`src/rtl/toy_controller_p.sv`:
```
// Sequencing FSM for the accumulator datapath: fetch, decode, memory read/write, execute.
// Optional HALT opcode and HALTED output are built in when CTRL_HALT_EN is defined.
module toy_controller_p #(
   parameter int OPC_W    = 4,
   parameter int MEM_WAIT = 0
) (
   input  logic             clk_i,
   input  logic             reset_n_i,
   input  logic             clr_i,
   input  logic [OPC_W-1:0] opcode_i,
   input  logic             zero_i,
   output logic [2:0]       state_o,
   output logic             cl_o,
   output logic             pc_cnt_o,
   output logic             ld_ir_o,
   output logic             ld_d_o,
   output logic             ld_ac_o,
   output logic             ld_pc_o,
   output logic             cl_ac_o,
   output logic             addsub_o,
   output logic             acsel_o,
   output logic             mem_en_o,
   output logic             rorw_o,
   output logic             dorpc_o
`ifdef CTRL_HALT_EN
   ,output logic            halted_o
`endif
);

   // state  | meaning
   // RST    | clear datapath registers
   // FETCH  | read instruction at PC, load IR and bump PC on last wait cycle
   // DECODE | sample opcode/ZERO/CLR, resolve branches
   // READ   | read operand into D on last wait cycle
   // EXEC   | load AC from ALU or D
   // WRITE  | write AC to operand address
   // HALT   | parked until reset (CTRL_HALT_EN only)
   typedef enum logic [2:0] {
      ST_RST    = 3'd0,
      ST_FETCH  = 3'd1,
      ST_DECODE = 3'd2,
      ST_READ   = 3'd3,
      ST_EXEC   = 3'd4,
      ST_WRITE  = 3'd5,
      ST_HALT   = 3'd6
   } state_t;

   localparam logic [2:0] OP_NOP   = 3'd0;
   localparam logic [2:0] OP_ADD   = 3'd1;
   localparam logic [2:0] OP_SUB   = 3'd2;
   localparam logic [2:0] OP_STORE = 3'd3;
   localparam logic [2:0] OP_BZ    = 3'd4;
   localparam logic [2:0] OP_BNZ   = 3'd5;
   localparam logic [2:0] OP_LOAD  = 3'd6;
   localparam logic [2:0] OP_JMP   = 3'd7;

   localparam int WCW = (MEM_WAIT < 1) ? 1 : $clog2(MEM_WAIT + 1);

   state_t           state_q, state_d;
   logic [WCW-1:0]   wait_q, wait_d;
   logic [2:0]       opc_q, opc_d;
   logic [2:0]       op_live;
   logic             wait_last;

   // Nonzero upper opcode bits demote the instruction to NOP.
   assign op_live   = (opcode_i[OPC_W-1:3] == '0) ? opcode_i[2:0] : OP_NOP;
   assign wait_last = (wait_q == WCW'(MEM_WAIT));
   assign state_o   = state_q;

   always_ff @(posedge clk_i) begin
      if (!reset_n_i) begin
         state_q <= ST_RST;
         wait_q  <= '0;
         opc_q   <= OP_NOP;
      end else begin
         state_q <= state_d;
         wait_q  <= wait_d;
         opc_q   <= opc_d;
      end
   end

   always_comb begin
      state_d  = state_q;
      wait_d   = '0;
      opc_d    = opc_q;
      cl_o     = 1'b0;
      pc_cnt_o = 1'b0;
      ld_ir_o  = 1'b0;
      ld_d_o   = 1'b0;
      ld_ac_o  = 1'b0;
      ld_pc_o  = 1'b0;
      cl_ac_o  = 1'b0;
      addsub_o = 1'b0;
      acsel_o  = 1'b0;
      mem_en_o = 1'b0;
      rorw_o   = 1'b0;
      dorpc_o  = 1'b0;
`ifdef CTRL_HALT_EN
      halted_o = 1'b0;
`endif
      case (state_q)
         ST_RST: begin
            cl_o    = 1'b1;
            state_d = ST_FETCH;
         end
         ST_FETCH: begin
            mem_en_o = 1'b1;
            rorw_o   = 1'b1;
            dorpc_o  = 1'b1;
            if (wait_last) begin
               ld_ir_o  = 1'b1;
               pc_cnt_o = 1'b1;
               state_d  = ST_DECODE;
            end else begin
               wait_d = wait_q + WCW'(1);
            end
         end
         ST_DECODE: begin
            opc_d   = op_live;
            state_d = ST_FETCH;
            if (clr_i) begin
               cl_ac_o = 1'b1;
`ifdef CTRL_HALT_EN
            end else if (&opcode_i) begin
               state_d = ST_HALT;
`endif
            end else begin
               case (op_live)
                  OP_ADD, OP_SUB, OP_LOAD: state_d = ST_READ;
                  OP_STORE:                state_d = ST_WRITE;
                  OP_BZ:                   ld_pc_o = zero_i;
                  OP_BNZ:                  ld_pc_o = ~zero_i;
                  OP_JMP:                  ld_pc_o = 1'b1;
                  default:                 state_d = ST_FETCH;
               endcase
            end
         end
         ST_READ: begin
            mem_en_o = 1'b1;
            rorw_o   = 1'b1;
            if (wait_last) begin
               ld_d_o  = 1'b1;
               state_d = ST_EXEC;
            end else begin
               wait_d = wait_q + WCW'(1);
            end
         end
         ST_EXEC: begin
            ld_ac_o  = 1'b1;
            addsub_o = (opc_q == OP_SUB);
            acsel_o  = (opc_q == OP_LOAD);
            state_d  = ST_FETCH;
         end
         ST_WRITE: begin
            mem_en_o = 1'b1;
            if (wait_last) begin
               state_d = ST_FETCH;
            end else begin
               wait_d = wait_q + WCW'(1);
            end
         end
`ifdef CTRL_HALT_EN
         ST_HALT: begin
            halted_o = 1'b1;
            state_d  = ST_HALT;
         end
`endif
         default: state_d = ST_RST;
      endcase
   end

endmodule

```
`config.mk`:
```
export PLATFORM = sky130hd
export DESIGN_NAME = toy_controller_p
export DESIGN_NICKNAME = d
export VERILOG_FILES = /design/src/rtl/toy_controller_p.sv
export SDC_FILE = /design/constraint.sdc
export NUM_CORES = 1
export LEC_CHECK = 0
export BUFFER_PORTS_ARGS = -buffer_cell sky130_fd_sc_hd__buf_4
export CAP_MARGIN = 20
export CELL_PAD_IN_SITES_DETAIL_PLACEMENT = 1
export CELL_PAD_IN_SITES_GLOBAL_PLACEMENT = 2
export CORE_MARGIN = 2
export CORE_UTILIZATION = 23
export DETAILED_ROUTE_END_ITERATION = 10
export GPL_TIMING_DRIVEN = 1
export PLACE_DENSITY_LB_ADDON = 0.1
export SLEW_MARGIN = 20
export SYNTH_ARGS = -nofsm -noshare
export SYNTH_HDL_FRONTEND = slang
export SYNTH_SLANG_ARGS = --single-unit
export TNS_END_PERCENT = 30
```
`constraint.sdc`:
```
create_clock -name clk_i -period 1.18 [get_ports clk_i]
set_input_delay 0.059 -clock clk_i [delete_from_list [all_inputs] [get_ports clk_i]]
set_output_delay 0.059 -clock clk_i [all_outputs]
set_load 0.01 [all_outputs]
```
==> metrics.md, run 1 <==
| Metric | Value |
|---|---|
| Final setup TNS | `-0.9732 ns` |
| Outcome | `complete, but fails checks` |
| Share of layout cells above drive strength 1 | `57.78%` |
| Hold path depth | `2` |
| Port bufs | `22` |
| GRT overflow | `0` |
| Global-route wire length before repair | `2387 um` |
| Crit path max fanout | `4` |
| Fraction of registers with async set/reset | `0%` |
| Die ar. | `2435 sq um` |
| Crit path buf inv count | `2` |
| Max H-tree Level | `1` |
| GRT Total Usage | `12.91%` |
| Post-Place Cells | `107` |
| Die span in y | `49.35 um` |
| Synthesized area per cell | `9.095 sq um` |
| CP max stage cell | `dfxtp_2` |
| Vias in the first global route | `544` |
| Final instance area | `852.1 sq um` |
| Synthesis-stage register bit count | `7` |
| Detailed Place HPWL | `1056 um` |
| # hold bufs at CTS | `0` |
| Number of flops mapped to enable cells by yosys | `0` |
| GRT met3 Usage | `3.681%` |
| Largest net degree at the start of global routing | `9` |
| Final max-slew violation count | `0` |
| Worst skew pair latency | `0.25 ns` |
| Wire length per cell | `12.46 um` |
| Initial antenna violation count | `0` |
| Core area | `1942 sq um` |
| Reg-to-reg setup timing slack | `-0.02 ns` |
| Critical path arrival | `1.29 ns` |
| Critical Path Start Type | `flop` |
| Min-delay src | `reset_n_i` |
| Delay-heaviest family, CP | `simple AND/OR/NAND/NOR gates` |
| R2r endpoint | `opc_q[1]` |
| Post-synthesis sequential area ratio | `29.63%` |
| Die width | `49.35 um` |
| Finished Layout Cells | `117` |
| Kind of critical path | `reg2out` |
| Post-synth top flop | `dfxtp_1` |
| Syn Std Cell Area | `473.0 sq um` |
| Post-detailed-route count of antenna-violating nets | `0` |
| Dpl cell area | `714.4 sq um` |
| Max incr delay on CP | `0.33 ns` |
| Min setup slack post-route | `-0.1725 ns` |
| Drt drc | `0` |
| Place WS | `0.001369 ns` |
| Layout Nets | `99` |
| Top Ports | `23` |
| Setup violators final | `11` |
| Crit path cell chain | `buf_4 > nor3b_4 > and4bb_2 > buf_6` |
| F_max | `0.7394 GHz` |
| Tcrit/Tclk final | `114.6%` |
| Area Growth Syn to Fin | `80.16%` |
| GR Util met1 | `16.45%` |
| Layout Skew | `0.003763 ns` |
| Min-delay worst type | `in2reg` |
| GRT Max-Usage Layer | `met2` |
| Via density | `4.573` |
| Synth warnings | `0` |
| WP data required | `1.12 ns` |
| Total CTS buffers | `3` |
| Power per cell area | `771.7 nW/um^2` |
| GR met2 Demand/Resource | `20.05%` |
| RSZ-0062 raised after global routing | `yes` |
| Vias | `535` |
| Syn Inst Count | `52` |
| Worst r2r src | `state_o[0]` |
| Routed wire length | `1458 um` |
| Num rows | `16` |
| # diodes | `0` |
| R2R cell count | `5` |
| Syn_nets | `60` |
| Failing checks | `negative setup slack` |
| CTS tree | `built` |
| Worst VDD drop | `0.3794 mV` |
| Final min period | `1.352 ns` |
| # fillers | `248` |
| Clock root buffer | `clkbuf_4` |
| Drt first pass iters | `4` |
| DR iter-0 viols | `7` |
| Gpl congestion | `0.6224` |
| # clock sinks | `7` |
| Leakage | `0.0003823 uW` |
| Final Hold Vio Count | `0` |
| Clock Tree Buf Depth | `2` |
| Starting Density | `24.36%` |
| Clock Pin Slew Worst Setup and Hold Paths | `0.06 ns` |
| Hold Slack | `0.07171 ns` |
| Post-synth cell types | `27` |
| Hold EP | `state_o[2]` |
| Crit end category | `primary output` |
| Max-cap violations | `0` |
## registers in the layout, indices dropped and copies added, names as in the netlist
name	flops
opc_q	3
state_o	3
wait_q	1
## per-stage QoR
step	utilization, %	total power [uW]
3_3_place_gp	36.79	408.3
4_1_cts	42.65	668.2
3_5_place_dp	36.79	409.5
2_1_floorplan	-	326.5
6_report	43.88	657.5
5_1_grt	43.88	701.4
## per-layer routing
layer  part of all wire (%)  up-vias  wire length, um
li1                       -      261                -
met1                     47      257              683
met2                     48       17              703
met3                    4.8        0               70
met4                      0        0                0
met5                      0        -                0
## worst max-delay path by stage
| stage | start | end | cells past startpoint |
|---|---|---|---|
| 2_1_floorplan | state_o[0] | pc_cnt_o | 3 |
| 3_3_place_gp | state_o[2] | ld_ir_o | 4 |
| 3_5_place_dp | state_o[1] | opc_q[1] | 4 |
| 4_1_cts | state_o[0] | addsub_o | 4 |
| 5_1_grt | state_o[0] | ld_pc_o | 4 |
| 6_report | state_o[1] | addsub_o | 4 |
## power breakdown
| part | total (uW) | switching (uW) | internal (uW) |
|---|---|---|---|
| clock network | 228 | 98.6 | 130 |
| registers | 254 | 10.8 | 243 |
| logic | 176 | 75.0 | 101 |
## cells in the mapped netlist, drive strengths merged, types with 2 or more instances
library cell | instances | area share (%)
a21boi | 3 | 4.8
and2 | 2 | 2.6
and4b | 2 | 4.2
buf | 3 | 6.3
dfxtp | 7 | 30
nand2 | 2 | 1.6
nand2b | 5 | 6.6
nand3b | 3 | 4.8
nor2 | 4 | 3.2
nor2b | 4 | 5.3
nor3 | 2 | 2.1
nor3b | 3 | 8.2
## what timing repair did
action | in CTS | in global routing
pin swaps | 5 | 6
setup buffers | 4 | 2
gates resized for setup | 15 | 3
setup endpoints to repair | 13 | 16
## cell usage in the layout (no fill, tap or decap), types with 2 or more instances in the layout
| master | count |
|---|---|
| dfxtp_1 | 4 |
| nor2_1 | 3 |
| nor2b_1 | 4 |
| clkbuf_4 | 3 |
| nand2_1 | 2 |
| a21boi_1 | 3 |
| nor3b_4 | 2 |
| nand2b_1 | 4 |
| and4b_1 | 2 |
| buf_4 | 31 |
| dfxtp_4 | 2 |
| nand3b_1 | 3 |
| buf_6 | 6 |
## logic make-up after synthesis
| logic type | Yosys count | synth area share, % |
|---|---|---|
| buf+inv | 4 | 7.142 |
| compound gates | 7 | 11.64 |
| other cells | 1 | 0.7929 |
| simple gates | 31 | 46.82 |
| mux | 1 | 2.116 |
| flops | 7 | 29.63 |
| xor+xnor | 1 | 1.852 |
## final cells by class
| cell class | count | area (sq um) | share of cell area [%] |
|---|---|---|---|
| well taps | 27 | 33.78 | 3.965 |
| flip-flops and latches | 7 | 148.9 | 17.47 |
| repair buffers | 37 | 300.3 | 35.24 |
| multi-input cells | 41 | 339.1 | 39.79 |
| clock buffers | 4 | 26.28 | 3.084 |
| inverters | 1 | 3.754 | 0.4405 |
## worst register-to-register path, stage by stage (launching register included)
cell and delay [ns]:
dfxtp_4 0.36, nor3b_4 0.26, buf_4 0.16, buf_4 0.10, mux2i_1 0.17, nor2b_1 0.06
(Power assumes the default switching activity.)
==> run 2: changes to the inputs <==
Settings changed: CTS_CLUSTER_SIZE set to 16, SKIP_LAST_GASP set to 1.
==> metrics.md, run 2 (synthesized netlist as in run 1, its figures left out) <==
| Metric | Value |
|---|---|
| Crit path max fanout | `3 (-1)` |
| Final Power | `658.5 uW (+0.14%)` |
| Hold EP | `state_o[2]` |
| Vias | `527 (-1.5%)` |
| Most frequent cells in the layout | `32 x buf_4, 5 x buf_6` |
| Min setup slack post-route | `-0.1894 ns (-0.01692 ns)` |
| Commonest non-fill, non-tap cell in the layout | `buf_4` |
| Reg-to-reg setup timing slack | `-0.03 ns (about the same)` |
| Layout Nets | `99 (unchanged)` |
| Worst skew pair latency | `0.25 ns (about the same)` |
| Port bufs | `22 (unchanged)` |
| Post-detailed-route count of antenna-violating nets | `0 (unchanged)` |
| Initial antenna violation count | `0 (unchanged)` |
| Leakage | `0.0003797 uW (-0.70%)` |
| Failing checks | `negative setup slack` |
| Clock root buffer | `clkbuf_4` |
| Hold path depth | `2 (unchanged)` |
| DR iter-0 viols | `4 (-3)` |
| Via density | `4.504 (-1.5%)` |
| Total CTS buffers | `3 (unchanged)` |
| Setup violators final | `11 (unchanged)` |
| # clock sinks | `7 (unchanged)` |
| Die span in y | `49.35 um (unchanged)` |
| Critical path arrival | `1.31 ns (+0.02 ns)` |
| Final min period | `1.369 ns (+0.01692 ns)` |
| Max H-tree Level | `1 (unchanged)` |
| Clock Tree Buf Depth | `2 (unchanged)` |
| Min-delay worst type | `in2reg` |
| Share of layout cells above drive strength 1 | `55.56% (-2.2 points)` |
| Top Ports | `23 (unchanged)` |
| Area Growth Syn to Fin | `77.78%` |
| Gpl congestion | `0.6224 (unchanged)` |
| Die width | `49.35 um (unchanged)` |
| Detailed Place HPWL | `1056 um (unchanged)` |
| Drt drc | `0 (unchanged)` |
| Num rows | `16 (unchanged)` |
| Drt first pass iters | `4 (unchanged)` |
| Max-cap violations | `0 (unchanged)` |
| Wire length per cell | `12.41 um (-0.41%)` |
| Core area | `1942 sq um (unchanged)` |
| Worst VDD drop | `0.3791 mV (about the same)` |
| Place WS | `0.001369 ns (unchanged)` |
| GRT overflow | `0 (unchanged)` |
| R2R cell count | `5 (unchanged)` |
| Worst r2r src | `state_o[0]` |
| F_max | `0.7302 GHz (-1.2%)` |
| Power per cell area | `783.1 nW/um^2 (+1.5%)` |
| Final instance area | `840.8 sq um (-1.3%)` |
| Largest net degree at the start of global routing | `9 (unchanged)` |
| Final max-slew violation count | `0 (unchanged)` |
| Crit end category | `primary output` |
| CTS tree | `built` |
| Tcrit/Tclk final | `116.1% (+1.4 points)` |
| R2r endpoint | `opc_q[1]` |
| Final Hold Vio Count | `0 (unchanged)` |
| Clock Pin Slew Worst Setup and Hold Paths | `0.06 ns (about the same)` |
| Vias in the first global route | `546 (+0.37%)` |
| Layout Skew | `0.003347 ns (-0.0004161 ns)` |
| Global-route wire length before repair | `2373 um (-0.59%)` |
| Dpl cell area | `714.4 sq um (unchanged)` |
| Outcome | `complete, but fails checks` |
| GRT Total Usage | `12.78% (-0.13 points)` |
| Kind of critical path | `reg2out` |
| Starting Density | `24.36% (unchanged)` |
| Min-delay src | `reset_n_i` |
| Critical Path Start Type | `flop` |
| Routed wire length | `1452 um (-0.41%)` |
| # diodes | `0 (unchanged)` |
| Die ar. | `2435 sq um (unchanged)` |
| WP data required | `1.12 ns (about the same)` |
| RSZ-0062 raised after global routing | `yes` |
## run 2: cell counts in the layout (fill, tap and decap cells not counted)
No cell type changed its count.
## run 2: worst max path at each step
| stage | startpoint | endpoint | slack, ns | depth (start not counted) |
|---|---|---|---|---|
| floorplan | state_o[0] | pc_cnt_o | -0.05 | 3 |
| global placement | state_o[2] | ld_ir_o | 0.02 | 4 |
| detailed placement | state_o[1] | opc_q[1] | 0.001 | 4 |
| CTS | state_o[0] | addsub_o | -0.18 | 4 |
| global route | state_o[0] | acsel_o | -0.24 | 4 |
| finish | state_o[0] | addsub_o | -0.19 | 4 |
## run 2: critical path, stage by stage, from the launching register on
cell	delay [ns]
dfxtp_4	0.36
buf_6	0.12
nor3b_4	0.22
and4bb_2	0.26
buf_6	0.10
## run 2: stage by stage
stage	TNS, ns	utilization, %	hold slack (ns)	cells
after global placement	0	36.79	0.3399	107
after global routing	-2.185	43.30	0.06455	117
after detailed placement	0	36.79	0.3421	107
final	-1.158	43.30	0.07062	117
after floorplan	-0.04792	-	0.1869	52
after CTS	-1.334	42.20	0.06180	115
## run 2: where the power goes
part	total, uW	internal, uW	switching, uW
clock	229	130	99.1
combinational	176	102	73.6
sequential	254	243	10.8
total	658	475	184
## run 2: final cells by class
class | instances | area (sq um)
clock buffer | 4 | 26.28
timing repair buffer | 37 | 296.5
multi-input combinational | 41 | 331.6
fill | 251 | 1101
inverter | 1 | 3.754
tap | 27 | 33.78
sequential | 7 | 148.9
## run 2: repair_timing
item,CTS,global route
setup buffers,4,2
pin swaps,3,4
hold buffers,0,0
endpoints found under the hold margin,0,0
setup endpoints to repair,13,16
gates resized for setup,13,2
## run 2: layer usage
layer	share of wire, %	up-vias	global-route usage (%)
met2	48	17	19.59
met5	0	-	0
met4	0	0	5.714
met1	46	249	16.45
li1	-	261	-
met3	5.3	0	3.681
==> run 3: changes to the inputs <==
--- a/config.mk
+++ b/config.mk
@@ -7,3 +7,3 @@
 export LEC_CHECK = 0
-export BUFFER_PORTS_ARGS = -buffer_cell sky130_fd_sc_hd__buf_4
+export BUFFER_PORTS_ARGS = -buffer_cell sky130_fd_sc_hd__clkbuf_2
 export CAP_MARGIN = 20
@@ -22,2 +22,2 @@
 export SYNTH_SLANG_ARGS = --single-unit
-export TNS_END_PERCENT = 30
+export TNS_END_PERCENT = 50
==> constraint.sdc (replaced) <==
create_clock -name clk_i -period 1.18 [get_ports clk_i]
set_input_delay 0.354 -clock clk_i [delete_from_list [all_inputs] [get_ports clk_i]]
set_output_delay 0.354 -clock clk_i [all_outputs]
set_load 0.01 [all_outputs]
==> metrics.md, run 3 (synthesized netlist as in run 1, its figures left out) <==
| Metric | Value |
|---|---|
| Outcome | `complete, but fails checks` |
| Failing checks | `negative setup slack` |
| Drt first pass iters | `4 (unchanged)` |
| Hold path depth | `2 (unchanged)` |
| Clock Pin Slew Worst Setup and Hold Paths | `0.06 ns (about the same)` |
| Place WS | `-0.1801 ns (-0.1815 ns)` |
| Layout Nets | `110 (+11%)` |
| CTS tree | `built` |
| Via density | `4.445 (-1.3%)` |
| GRT Total Usage | `14.43% (+1.7 points)` |
| Flop pwr share | `38.0% (-0.5 points)` |
| Max incr delay on CP | `0.38 ns (+0.02 ns)` |
| Delay-heaviest family, CP | `simple AND/OR/NAND/NOR gates` |
| GRT overflow | `0 (unchanged)` |
| Post-Place Cells | `117 (+9.3%)` |
| Crit path cell chain | `nor3b_4 > and4bb_2 > buf_6` |
| Leakage | `0.0004222 uW (+11%)` |
| Comb pwr share | `27.4% (+0.7 points)` |
| Starting Density | `24.36% (unchanged)` |
| Reg-to-reg setup timing slack | `-0.19 ns (-0.16 ns)` |
| Min-delay worst type | `in2reg` |
| Finished Layout Cells | `128 (+9.4%)` |
| Kind of critical path | `reg2out` |
| Crit path max fanout | `4 (+1)` |
| Worst VDD drop | `0.4504 mV (+19%)` |
| Share of layout cells above drive strength 1 | `64.36% (+8.8 points)` |
| Commonest non-fill, non-tap cell in the layout | `buf_4` |
| Setup violators final | `19 (+8)` |
| RSZ-0062 raised after global routing | `yes` |
| Routed wire length | `1586 um (+9.2%)` |
| Gpl congestion | `0.6434 (+3.4%)` |
| Die width | `49.35 um (unchanged)` |
| Wire length per cell | `12.39 um (-0.16%)` |
| Min-delay src | `reset_n_i` |
| Detailed Place HPWL | `1192 um (+13%)` |
| Top Ports | `23 (unchanged)` |
| Most frequent cells in the layout | `22 x buf_4, 14 x clkbuf_2, 6 x buf_6, 6 x buf_2` |
| Crit end category | `primary output` |
| Max-cap violations | `0 (unchanged)` |
| Tcrit/Tclk final | `133.1% (+17 points)` |
| Drt drc | `0 (unchanged)` |
| DR iter-0 viols | `10 (+6)` |
| Final Hold Vio Count | `0 (unchanged)` |
| CP max stage cell | `dfxtp_4` |
| Worst skew pair latency | `0.26 ns (about the same)` |
| Critical Path Start Type | `flop` |
| Post-detailed-route count of antenna-violating nets | `0 (unchanged)` |
| Global-route wire length before repair | `2684 um (+13%)` |
| F_max | `0.6366 GHz (-13%)` |
| Area Growth Syn to Fin | `88.62%` |
| Worst r2r src | `state_o[2]` |
| Vias in the first global route | `583 (+6.8%)` |
| Final setup TNS | `-4.668 ns (-3.509 ns)` |
| Crit path buf inv count | `1 (-1)` |
| Port bufs | `22 (unchanged)` |
| Critical path arrival | `1.22 ns (-0.09 ns)` |
| R2r endpoint | `state_o[2]` |
| # diodes | `0 (unchanged)` |
| # clock sinks | `7 (unchanged)` |
| Num rows | `16 (unchanged)` |
| Max H-tree Level | `1 (unchanged)` |
| Die span in y | `49.35 um (unchanged)` |
| Final max-slew violation count | `0 (unchanged)` |
| Largest net degree at the start of global routing | `10 (+1)` |
| Power per cell area | `744.4 nW/um^2 (-4.9%)` |
| Sw Share | `28.82% (+0.94 points)` |
| Hold Slack | `0.3793 ns (+0.3086 ns)` |
| Clock Tree Buf Depth | `2 (unchanged)` |
| R2R cell count | `6 (+1)` |
| Int Pwr | `472.7 uW (-0.46%)` |
| Layout Skew | `0.01112 ns (+0.007774 ns)` |
| Initial antenna violation count | `0 (unchanged)` |
| P_sw | `191.4 uW (+4.3%)` |
| Hold EP | `state_o[2]` |
| Die ar. | `2435 sq um (unchanged)` |
| Total CTS buffers | `3 (unchanged)` |
| Core area | `1942 sq um (unchanged)` |
| WP data required | `0.83 ns (-0.29 ns)` |
| Vias | `569 (+8.0%)` |
| Min setup slack post-route | `-0.3909 ns (-0.2015 ns)` |
| Clock root buffer | `clkbuf_4` |
| Final min period | `1.571 ns (+0.2015 ns)` |
| Clock power share | `34.6% (-0.2 points)` |
| # hold bufs at CTS | `0 (unchanged)` |
## run 3: cell count changes in the layout (fill, tap and decap cells not counted), sizes merged
cell,change
clkbuf,+14
buf,-3
## run 3: area by class of cell
| cell class | count | area, sq um |
|---|---|---|
| fillers | 245 | 1050 |
| flip-flops and latches | 7 | 151.4 |
| multi-input cells | 41 | 344.1 |
| well taps | 27 | 33.78 |
| clock buffers | 4 | 26.28 |
| repair buffers | 48 | 332.8 |
| inverters | 1 | 3.754 |
## run 3: what timing repair did
action	4_1_cts	5_1_grt
buffers inserted	3	4
setup endpoints to repair	16	18
resized for setup	8	15
pin swaps	7	7
## run 3: worst max path at each step
| stage | start | to | slack [ns] | cells past startpoint |
|---|---|---|---|---|
| after floorplan | state_o[1] | ld_pc_o | -0.24 | 4 |
| after global placement | state_o[2] | pc_cnt_o | -0.15 | 4 |
| after detailed placement | opcode_i[3] | ld_pc_o | -0.18 | 5 |
| after CTS | state_o[0] | ld_pc_o | -0.42 | 4 |
| after global routing | state_o[2] | addsub_o | -0.49 | 3 |
| final | state_o[2] | addsub_o | -0.39 | 3 |
## run 3: metrics by stage
stage / instance area, sq um / utilization, % / total power, uW
after CTS: 835.8 / 43.04 / 662.7
after global placement: 752.0 / 38.72 / 416.6
final: 892.1 / 45.94 / 664.1
after detailed placement: 752.0 / 38.72 / 419.0
after floorplan: 495.5 / - / 331.4
after global routing: 892.1 / 45.94 / 708.5
## run 3: routing by layer
metal	up-vias	track usage, %	part of all wire (%)
met5	-	0	0
met4	0	1.429	0
met3	0	5.521	5.8
met2	16	24.32	50
met1	268	17.88	44
li1	285	-	-
## run 3: worst register-to-register path, delay by kind of cell (launching register included)
| family | cells | cell delay [ns] |
|---|---|---|
| flip-flops | 1 | 0.36 |
| buffers and inverters | 4 | 0.48 |
| AND/OR/NAND/NOR | 1 | 0.19 |
| AO/OA/AOI/OAI | 1 | 0.23 |
## run 3: power by group through the flow
| stage | Clock, uW | Combinational (uW) | Sequential, uW |
|---|---|---|---|
| global placement | 0 | 155 | 262 |
| global route | 256 | 199 | 254 |
| floorplan | 0 | 67.8 | 264 |
| detailed placement | 0 | 156 | 263 |
| finish | 230 | 182 | 253 |
| CTS | 236 | 173 | 253 |
